**config.mk**
```make
export PLATFORM = sky130hd
export DESIGN_NAME = snn_wb_loader_flat
export DESIGN_NICKNAME = d
export VERILOG_FILES = /design/src/rtl/snn_pkg.sv /design/src/rtl/snn_wb_loader_if.sv /design/src/rtl/snn_byte_unpacker.sv /design/src/rtl/snn_wb_loader.sv /design/src/flat_wrapper.sv
export SDC_FILE = /design/constraint.sdc
export NUM_CORES = 1
export LEC_CHECK = 0
export BUFFER_PORTS_ARGS = -buffer_cell sky130_fd_sc_hd__buf_2
export CAP_MARGIN = 40
export CORE_MARGIN = 5
export CORE_UTILIZATION = 49
export DETAILED_ROUTE_END_ITERATION = 8
export PLACE_DENSITY = 0.77
export RECOVER_POWER = 50
export SLEW_MARGIN = 15
export SYNTH_ARGS = -nofsm -noshare
export SYNTH_HDL_FRONTEND = slang
export SYNTH_SLANG_ARGS = --single-unit
```
**constraint.sdc**
```tcl
create_clock -name clk -period 2.6 [get_ports clk]
set_input_delay 0 -clock clk [delete_from_list [all_inputs] [get_ports clk]]
set_output_delay 0 -clock clk [all_outputs]
set_load 0.05 [all_outputs]
```
**src/rtl/snn_pkg.sv**
```systemverilog
// Shared SNN constants and the Wishbone loader state encoding.
package snn_pkg;

    localparam int NUM_PIXELS   = 196;
    localparam int OUTPUTS      = 10;
    localparam int HALF_WEIGHTS = NUM_PIXELS * OUTPUTS / 2;

    localparam logic [31:0] WEIGHTS_BASE = 32'h3000_0000;

    localparam int LDR_MAX_BYTES = 2 * HALF_WEIGHTS;
    localparam int LDR_SRAM_AW   = 10;
    localparam int LDR_TIMEOUT   = 255;

    typedef enum logic [2:0] {
        LDR_IDLE   = 3'd0,
        LDR_REQ    = 3'd1,
        LDR_UNPACK = 3'd2,
        LDR_DONE   = 3'd3,
        LDR_ERR    = 3'd4
    } ldr_state_t;

    function automatic logic [11:0] clamp_count(input logic [11:0] req, input logic [11:0] limit);
        return (req > limit) ? limit : req;
    endfunction

endpackage

```
**src/rtl/snn_wb_loader_if.sv**
```systemverilog
// Read-only Wishbone classic bus between the loader (master) and system memory.
interface snn_wb_loader_if;
    logic        cyc;
    logic        stb;
    logic        we;
    logic [3:0]  sel;
    logic [31:0] adr;
    logic [31:0] dat;
    logic        ack;
    logic        err;

    modport master (output cyc, stb, we, sel, adr, input dat, ack, err);
    modport slave  (input cyc, stb, we, sel, adr, output dat, ack, err);
endinterface

```
**src/rtl/snn_byte_unpacker.sv**
```systemverilog
// Holds one fetched word and walks its bytes, tracking the global byte index
// and mapping it onto the two SRAM banks.
module snn_byte_unpacker
    import snn_pkg::*;
#(
    parameter int SPLIT   = HALF_WEIGHTS,
    parameter int SRAM_AW = LDR_SRAM_AW
) (
    input  logic               clk,
    input  logic               rst,
    input  logic               clear,
    input  logic               load,
    input  logic               step,
    input  logic [31:0]        word_in,
    output logic [1:0]         lane,
    output logic [11:0]        byte_idx,
    output logic               bank,
    output logic [SRAM_AW-1:0] addr,
    output logic [7:0]         data
);

    logic [31:0] word;

    always_ff @(posedge clk) begin
        if (rst) begin
            word     <= 32'h0;
            lane     <= 2'd0;
            byte_idx <= 12'd0;
        end else if (clear) begin
            lane     <= 2'd0;
            byte_idx <= 12'd0;
        end else if (load) begin
            word <= word_in;
            lane <= 2'd0;
        end else if (step) begin
            lane     <= lane + 2'd1;
            byte_idx <= byte_idx + 12'd1;
        end
    end

    always_comb begin
        bank = (byte_idx >= 12'(SPLIT));
        addr = bank ? SRAM_AW'(byte_idx - 12'(SPLIT)) : SRAM_AW'(byte_idx);
        data = word[{lane, 3'b000} +: 8];
    end

endmodule

```
**src/rtl/snn_wb_loader.sv**
```systemverilog
// Wishbone initiator that streams words from system memory into the SNN
// weight/image SRAMs, one little-endian byte per cycle.
//
// state  | meaning
// IDLE   | waiting for start
// REQ    | cyc/stb held until ack, err or timeout
// UNPACK | one SRAM byte write per cycle from the captured word
// DONE   | one-cycle done pulse
// ERR    | bus error or timeout; error flag set, back to IDLE
module snn_wb_loader
    import snn_pkg::*;
#(
    parameter int SPLIT     = HALF_WEIGHTS,
    parameter int MAX_BYTES = LDR_MAX_BYTES,
    parameter int SRAM_AW   = LDR_SRAM_AW,
    parameter int TIMEOUT   = LDR_TIMEOUT
) (
    input  logic               clk,
    input  logic               rst,
    input  logic               start,
    input  logic [31:0]        src_addr,
    input  logic [11:0]        byte_count,
    snn_wb_loader_if.master    wb,
    output logic               sram_bank,
    output logic               sram_we,
    output logic [SRAM_AW-1:0] sram_addr,
    output logic [7:0]         sram_data,
    output logic               busy,
    output logic               done,
    output logic               error
);

    localparam int TW = $clog2(TIMEOUT + 1);

    ldr_state_t         state, state_next;
    logic               accept;
    logic               load_word;
    logic               last_byte;
    logic [31:0]        adr;
    logic [11:0]        count;
    logic [11:0]        count_req;
    logic [TW-1:0]      tmr;
    logic [1:0]         u_lane;
    logic [11:0]        u_idx;
    logic               u_bank;
    logic [SRAM_AW-1:0] u_addr;
    logic [7:0]         u_data;
    logic               unused_addr_bits;

    assign unused_addr_bits = ^src_addr[1:0];
    assign count_req        = clamp_count(byte_count, 12'(MAX_BYTES));
    assign last_byte        = (u_idx == count - 12'd1);
    assign load_word        = (state == LDR_REQ) && wb.ack && !wb.err;

    always_ff @(posedge clk) begin
        if (rst) state <= LDR_IDLE;
        else     state <= state_next;
    end

    always_comb begin
        state_next = state;
        accept     = 1'b0;
        case (state)
            LDR_IDLE: begin
                if (start) begin
                    accept     = 1'b1;
                    state_next = (count_req == 12'd0) ? LDR_DONE : LDR_REQ;
                end
            end
            LDR_REQ: begin
                // err outranks a simultaneous ack
                if (wb.err)              state_next = LDR_ERR;
                else if (wb.ack)         state_next = LDR_UNPACK;
                else if (tmr == TW'(1))  state_next = LDR_ERR;
            end
            LDR_UNPACK: begin
                if (last_byte)           state_next = LDR_DONE;
                else if (u_lane == 2'd3) state_next = LDR_REQ;
            end
            LDR_DONE: state_next = LDR_IDLE;
            LDR_ERR:  state_next = LDR_IDLE;
            default:  state_next = LDR_IDLE;
        endcase
    end

    always_ff @(posedge clk) begin
        if (rst) begin
            adr   <= 32'h0;
            count <= 12'd0;
            tmr   <= '0;
            error <= 1'b0;
        end else begin
            if (accept) begin
                adr   <= {src_addr[31:2], 2'b00};
                count <= count_req;
                error <= 1'b0;
            end else if (state == LDR_UNPACK && state_next == LDR_REQ) begin
                adr <= adr + 32'd4;
            end

            if (state_next == LDR_ERR) error <= 1'b1;

            // Down-counter reloaded on every entry to REQ
            if (state_next == LDR_REQ && state != LDR_REQ) tmr <= TW'(TIMEOUT);
            else if (state == LDR_REQ)                     tmr <= tmr - TW'(1);
        end
    end

    snn_byte_unpacker #(
        .SPLIT   (SPLIT),
        .SRAM_AW (SRAM_AW)
    ) u_unpacker (
        .clk      (clk),
        .rst      (rst),
        .clear    (accept),
        .load     (load_word),
        .step     (sram_we),
        .word_in  (wb.dat),
        .lane     (u_lane),
        .byte_idx (u_idx),
        .bank     (u_bank),
        .addr     (u_addr),
        .data     (u_data)
    );

    assign wb.cyc = (state == LDR_REQ);
    assign wb.stb = (state == LDR_REQ);
    assign wb.we  = 1'b0;
    assign wb.sel = (state == LDR_REQ) ? 4'hF : 4'h0;
    assign wb.adr = adr;

    assign sram_we   = (state == LDR_UNPACK);
    assign sram_bank = sram_we & u_bank;
    assign sram_addr = sram_we ? u_addr : '0;
    assign sram_data = sram_we ? u_data : 8'h0;

    assign busy = (state == LDR_REQ) || (state == LDR_UNPACK);
    assign done = (state == LDR_DONE);

endmodule

```
**src/flat_wrapper.sv**
```systemverilog
// flat-port wrapper written by rule: the top's interface ports become plain ports
module snn_wb_loader_flat import snn_pkg::*;
#(
    parameter int SPLIT     = HALF_WEIGHTS,
    parameter int MAX_BYTES = LDR_MAX_BYTES,
    parameter int SRAM_AW   = LDR_SRAM_AW,
    parameter int TIMEOUT   = LDR_TIMEOUT
)
  (clk, rst, start, src_addr, byte_count, sram_bank, sram_we, sram_addr, sram_data, busy, done, error, wb_cyc, wb_stb, wb_we, wb_sel, wb_adr, wb_dat, wb_ack, wb_err);
  snn_wb_loader_if wb_i ();
  input  logic clk;
  input  logic rst;
  input  logic start;
  input  logic [31:0] src_addr;
  input  logic [11:0] byte_count;
  output logic sram_bank;
  output logic sram_we;
  output logic [SRAM_AW-1:0] sram_addr;
  output logic [7:0] sram_data;
  output logic busy;
  output logic done;
  output logic error;
  output wire logic [$bits(wb_i.cyc)-1:0] wb_cyc;
  output wire logic [$bits(wb_i.stb)-1:0] wb_stb;
  output wire logic [$bits(wb_i.we)-1:0] wb_we;
  output wire logic [$bits(wb_i.sel)-1:0] wb_sel;
  output wire logic [$bits(wb_i.adr)-1:0] wb_adr;
  input wire logic [$bits(wb_i.dat)-1:0] wb_dat;
  input wire logic [$bits(wb_i.ack)-1:0] wb_ack;
  input wire logic [$bits(wb_i.err)-1:0] wb_err;
  assign wb_cyc = wb_i.cyc;
  assign wb_stb = wb_i.stb;
  assign wb_we = wb_i.we;
  assign wb_sel = wb_i.sel;
  assign wb_adr = wb_i.adr;
  assign wb_i.dat = wb_dat;
  assign wb_i.ack = wb_ack;
  assign wb_i.err = wb_err;
  snn_wb_loader #(.SPLIT(SPLIT), .MAX_BYTES(MAX_BYTES), .SRAM_AW(SRAM_AW), .TIMEOUT(TIMEOUT)) u_core (.clk(clk), .rst(rst), .start(start), .src_addr(src_addr), .byte_count(byte_count), .wb(wb_i), .sram_bank(sram_bank), .sram_we(sram_we), .sram_addr(sram_addr), .sram_data(sram_data), .busy(busy), .done(done), .error(error));
endmodule
```
* Yosys cells after proc, flatten, opt, wreduce, memory -nomap -nowiden
Index checks and enable logic that the tools add are counted.
Storage, ports and cells: logic and storage cells 66, output and inout port bits 62, input port bits 81, flip-flop bits (word level) 102, memories 0, latch bits 0, ROM bits 0, bits in writable memories 0
Operators by class: $mul 0, eq/ne operators 9, $add $sub $neg 6, div/mod/pow operators 0, shift-type cells 1, reductions and logical operators 15, mux-type cells 21, bitwise gates (word level) 3, order comparisons 2
Operators with widths (count):
- two-way mux 32 bit | 2
- adder 32 x 3 -> 32 bit (second input constant) | 1
- variable part select 32 x 6 -> 8 bit | 1
- two-way mux 8 bit | 3
- two-way mux 10 bit | 2
- two-way mux 3 bit | 6
- adder 12 x 1 -> 12 bit (second input constant) | 1
- equality test 12 bit | 1
- greater-or-equal comparator 12 x 10 -> 1 bit (second input constant) | 1
- > comparator 12 x 11 -> 1 bit (second input constant) | 1
- zero test 12 bit | 1
- two-way mux 12 bit | 1
- subtractor 12 x 1 -> 12 bit (second input constant) | 1
- subtractor 10 bit (second input constant) | 1
- one-hot mux 3 bit (3 select lines) | 1
- equality test 8 x 1 -> 1 bit (second input constant) | 1
- subtractor 8 x 1 -> 8 bit (second input constant) | 1
- equality test 3 x 1 -> 1 bit (second input constant) | 2
- equality test 3 x 2 -> 1 bit (second input constant) | 2
- nonzero test 2 bit | 3
- logical AND 1 bit | 4
- two-way mux 1 bit | 4
- two-way mux 4 bit | 1
- AND reduction 2 bit | 2
- 12 further kinds | 13

* Longest topological paths before layout
depth in word-level cells 10, gate-level depth with buffers 11, mapped depth without buffers 9

* Cells and area by module
A second synthesis with hierarchy kept.
Unflattened totals: cells, all modules 698, area, all modules 5755.5 sq um
Modules (own cells, without submodules):
- snn_wb_loader | area each 3535.9 sq um, times used 1, cells each 438, seq. area each 1081.0 sq um
- snn_byte_unpacker | area each 2219.6 sq um, times used 1, cells each 260, seq. area each 920.9 sq um

* Least setup slack after synthesis
OpenSTA, ideal clock, no wires.
path kind reg-to-output, start register u_core.u_unpacker.byte_idx[2], end output sram_addr[9], cell stages (with the launch flop) 10, slack -430 ps, data arrival time 3030 ps, required time 2600 ps, cell sequence dfxtp_1 > clkbuf_1 > inv_1 > ha_1 > a21bo_2 > a21oi_1 > o31ai_1 > o21ai_0 > or3_1 > a21oi_1
Between the ends: cells in the longest elaborated chain, start to end 3, elaborated cells between the ends (all ways) 4, classes of those cells 1 x add/sub; 1 x order compare; 2 x mux
RTL lines:
- from (decl) | line snn_byte_unpacker.sv:16 | output logic [11:0] byte_idx,
- from (signal assigned) | line snn_byte_unpacker.sv:37 | byte_idx <= byte_idx + 12'd1;
- subtractor 10 bit or greater-or-equal comparator 12 x 10 -> 1 bit (tied branches) | line snn_byte_unpacker.sv:43, snn_byte_unpacker.sv:42
- two-way mux 10 bit (*) | line snn_byte_unpacker.sv:43 | addr = bank ? SRAM_AW'(byte_idx - 12'(SPLIT)) : SRAM_AW'(byte_idx);
- two-way mux 10 bit (*) | line snn_wb_loader.sv:134 | assign sram_addr = sram_we ? u_addr : '0;
- to (decl) | line flat_wrapper.sv:18 | output logic [SRAM_AW-1:0] sram_addr;
Every way passes the cells marked *; elsewhere a longest branch is shown, timed or not.

* Final worst setup path
start register u_core.count[0], end register u_core.adr[8], in the netlist u_core.wb.adr[8]
Between the ends: cells in the longest elaborated chain, start to end 7
RTL lines:
- from (decl) | line snn_wb_loader.sv:40 | logic [11:0] count;
- from (signal assigned) | line snn_wb_loader.sv:95 | count <= count_req;
- subtractor 12 x 1 -> 12 bit | line snn_wb_loader.sv:52 | assign last_byte = (u_idx == count - 12'd1);
- equality test 12 bit | line snn_wb_loader.sv:52
- two-way mux 3 bit | line snn_wb_loader.sv:77 | if (last_byte) state_next = LDR_DONE;
- one-hot mux 3 bit (3 select lines) | line snn_wb_loader.sv:63 | case (state)
- equality test 3 x 1 -> 1 bit | line snn_wb_loader.sv:97 | end else if (state == LDR_UNPACK && state_next == LDR_REQ) begin
- logical AND 1 bit | line snn_wb_loader.sv:97
- nonzero test 2 bit (no line)
- to (signal assigned) | line snn_wb_loader.sv:94 | adr <= {src_addr[31:2], 2'b00};
- to (signal assigned) | line snn_wb_loader.sv:98 | adr <= adr + 32'd4;
- to (decl) | line snn_wb_loader.sv:39 | logic [31:0] adr;
No other way between the ends. A chain may end at the register's enable or synchronous reset.

==> flow_summary.ini <==
[timing]
tightestPinTransition_ns = 0.757
finalClockSkew_ns = 0.00695
hold_viol = 0
whs_ns = 0.0122
relSlewSlack_pct = 49.5
setup_viol = 22
setup-tns-final_ns = -2.71
finalCritPeriodShare_pct = 107
timing.final.max_slew_violations = 0
fmax_ghz = 0.359
rsz0062_at_grt = yes
setup_ws_ns = -0.182
fin_crit_ns = 2.78

[synthesis]
synth-edff-count = 0
synthDistinctLibCells = 71
syn_area_per_cell_um2 = 8.24
synthCells = 689
synth-seq-area-share_pct = 35.3
ys_ff_latch = 100
synth-async-reset-ratio_pct = 0
synth_area_um2 = 5680
yosys_warnings = 0
synth_flop_cell = dfxtp_1

[die]
core-area_um2 = 11400
num_rows = 39
die_w_um = 118
fp.dieH_um = 118
pin_count = 143
die_area_um2 = 13800
start_util_pct = 49.9

[worst_setup_path]
critPathCapture = u_core.wb.adr[8]
crit_slowest_cell = or4_4
crit-reg2reg-launch = u_core.count[0]
critical_path.cell_chain = inv_2 > ha_4 > nor3b_4 > nand2_2 > xnor2_2 > a211oi_2 > o31ai_4 > buf_12 > clkbuf_16 > or4_4 > a311oi_2
r2r-end = u_core.wb.adr[8]
worst_setup_path_start_kind = register
critPathKind = register to register
rrSetupSlack_ns = -0.18
cp.depth = 11
end_kind = register
cpPeakStageDelay_ns = 0.51
required_ns = 2.85
crit_path_start = u_core.count[0]
worstPathMaxFanout = 12
critical_path.n_buffers_inverters = 3
r2r_cells = 11
cp.arrival_ns = 3.03
critPathTopFamily = simple AND/OR/NAND/NOR gates

[power]
pwr-share-clk_pct = 33.4
p_seq_share_pct = 42.8
power_mw = 4.07
p_per_area_nw_per_um2 = 506
p_int_mw = 2.75
p_switching_mw = 1.32
p_leak_nw = 3.06
swShare_pct = 32.4
ir_worst_vdd_mv = 0.537
pwr-share-comb_pct = 23.7

[layout]
final_nets = 1008
regArea_um2 = 2010
final_cell_mix = nand2_1 (101), buf_2 (95), dfxtp_1 (93)
final_common_cell = nand2_1
post-route-util_pct = 70.8
num-fill-cells = 852
diodes = 0
drive_above_1_share_pct = 27.9
multi_input_area_um2 = 3600
design_area_um2 = 8050
instances_no_fill = 1065
area_delta_synth_final_pct = 41.8

[place]
io_buffers = 137
place_hpwl_um = 11800
place_congestion = 0.851
postPlaceCellArea_um2 = 6680
place_ws_ns = -0.112
dp_cells = 961

[route]
drtAntennaViolNets = 0
routedWlPerCell_um = 18.1
vias = 6401
routed_wl_um = 19200
drcViolationCount = 0
drtPass1Iterations = 7
drt_iter0_drc = 540
avgViaCountPerCell = 6.01

[hold_path]
min_path_type = input port to register

[status]
status = finished, violations left
violations = setup timing

[run]
cap_violations = 0

[global_routing]
gr-total-overflow = 0
busiest_layer = met2
grt_max_degree = 65
grt_pass1_vias = 6289
grtUsageMet1_pct = 28.5
met2_usage_pct = 46.3
grt_util_all_layers_pct = 25.4
grt_antenna_before_repair = 0
globalRouteMet3Util_pct = 5.57
grt_pass1_wl_um = 29800

[clock_network]
clk_latency_ns = 0.34
cts_tree = done
clkSinkCount = 100
clk_pin_slew_worst_paths_ns = 0.07
cts_root_buf = clkbuf_16
clockBufferDepth = 2
cts_buffers = 9
htreeDepth = 3
==> cell usage after synthesis (2+ instances only) <==
cell type / count / area share [%]
mux2i_1: 4 / 0.71
o21ai_0: 12 / 1.1
nor3_1: 21 / 1.9
a311oi_2: 7 / 1.9
nand3_1: 13 / 1.1
xor2_1: 11 / 1.7
nor3b_1: 3 / 0.40
o211ai_1: 2 / 0.26
o21ai_2: 2 / 0.31
a311oi_1: 15 / 2.3
buf_4: 9 / 1.2
or3_1: 9 / 0.99
clkbuf_1: 34 / 2.2
nand4_1: 15 / 1.7
nor2b_1: 3 / 0.33
or2_2: 2 / 0.22
inv_1: 17 / 1.1
o21a_1: 3 / 0.40
nor4_1: 11 / 1.2
a21oi_1: 49 / 4.3
xnor2_1: 24 / 3.7
a211oi_1: 4 / 0.53
o221a_2: 5 / 0.99
and4_1: 8 / 1.2
o31ai_2: 2 / 0.44
mux4_2: 8 / 3.2
nor2_1: 66 / 4.4
a32oi_1: 3 / 0.46
and2_1: 11 / 1.2
buf_1: 4 / 0.26
a21o_1: 2 / 0.26
a31oi_1: 7 / 0.77
o31ai_1: 13 / 1.7
a22oi_1: 5 / 0.66
or4_1: 15 / 2.0
ha_1: 10 / 2.2
buf_2: 3 / 0.26
nand2_1: 103 / 6.8
o31a_1: 5 / 0.77
or4b_2: 2 / 0.35
o21ai_1: 3 / 0.26
dfxtp_1: 100 / 35
and3_1: 16 / 1.8
==> logic make-up after synthesis <==
logic type	share of synthesized area, %
buffers and inverters	5.62
xor gates and xnor gates	5.80
AOI/OAI and AO/OA	19.6
other	0.0661
adders and majority gates	2.20
and+or+nand+nor	27.6
DFF	35.3
muxes	3.88
==> worst min-delay path by stage <==
| stage | start | endpoint | slack, ns | cells past startpoint |
|---|---|---|---|---|
| floorplan | wb_dat[0] | u_core.u_unpacker.word[0] | 0.14 | 2 |
| global placement | src_addr[27] | u_core.wb.adr[27] | 0.23 | 3 |
| detailed placement | wb_dat[13] | u_core.u_unpacker.word[13] | 0.25 | 3 |
| CTS | src_addr[2] | u_core.wb.adr[2] | 0.007 | 3 |
| global route | src_addr[2] | u_core.wb.adr[2] | 0.02 | 3 |
| finish | src_addr[2] | u_core.wb.adr[2] | 0.01 | 3 |
==> timing repair <==
| item | CTS | global route |
|---|---|---|
| resized for setup | 11 | 41 |
| pin swaps | 3 | 13 |
| buffers inserted | 3 | 9 |
| hold buffers | 74 | 0 |
| endpoints found under the setup margin | 21 | 41 |
| cloned | 0 | 2 |
| endpoints found under the hold margin | 73 | 0 |
==> state kept, by name, summed over array words and instances (netlist names) <==
signal / flops
u_core.error: 1
u_core.u_unpacker.word: 32
u_core.count: 12
u_core.wb.adr: 30
u_core.tmr: 8
u_core.u_unpacker.lane: 2
u_core.u_unpacker.byte_idx: 12
u_core.state: 3
==> layout make-up <==
type / instances / share of cell area [%]
Clock inverter: 7 / 0.948
Inverter: 18 / 0.870
Timing Repair Buffer: 267 / 23.5
Multi-Input combinational cell: 521 / 44.7
Clock buffer: 9 / 2.80
Tap cell: 143 / 2.22
Sequential cell: 100 / 25.0
==> worst reg2reg max path: stages, from the launching register on <==
cell       delay (ns)
dfxtp_2          0.34
inv_2            0.07
ha_4             0.14
nor3b_4          0.30
nand2_2          0.12
xnor2_2          0.16
a211oi_2         0.34
o31ai_4          0.12
buf_12           0.16
clkbuf_16        0.17
or4_4            0.51
a311oi_2         0.27
==> metal layers <==
metal | up-vias | wire length [um]
met5 | - | 0
met4 | 0 | 773
met3 | 83 | 1430
met2 | 348 | 9850
met1 | 3006 | 7180
li1 | 2964 | -
==> power groups by stage <==
stage / sequential [mW] / combinational, mW / clock [mW]
2_1_floorplan: 1.91 / 0.419 / 0
3_3_place_gp: 1.76 / 0.803 / 0
3_5_place_dp: 1.76 / 0.824 / 0
4_1_cts: 1.73 / 0.928 / 1.37
5_1_grt: 1.76 / 1.03 / 1.44
6_report: 1.74 / 0.966 / 1.36
(Power assumes the default switching activity.)
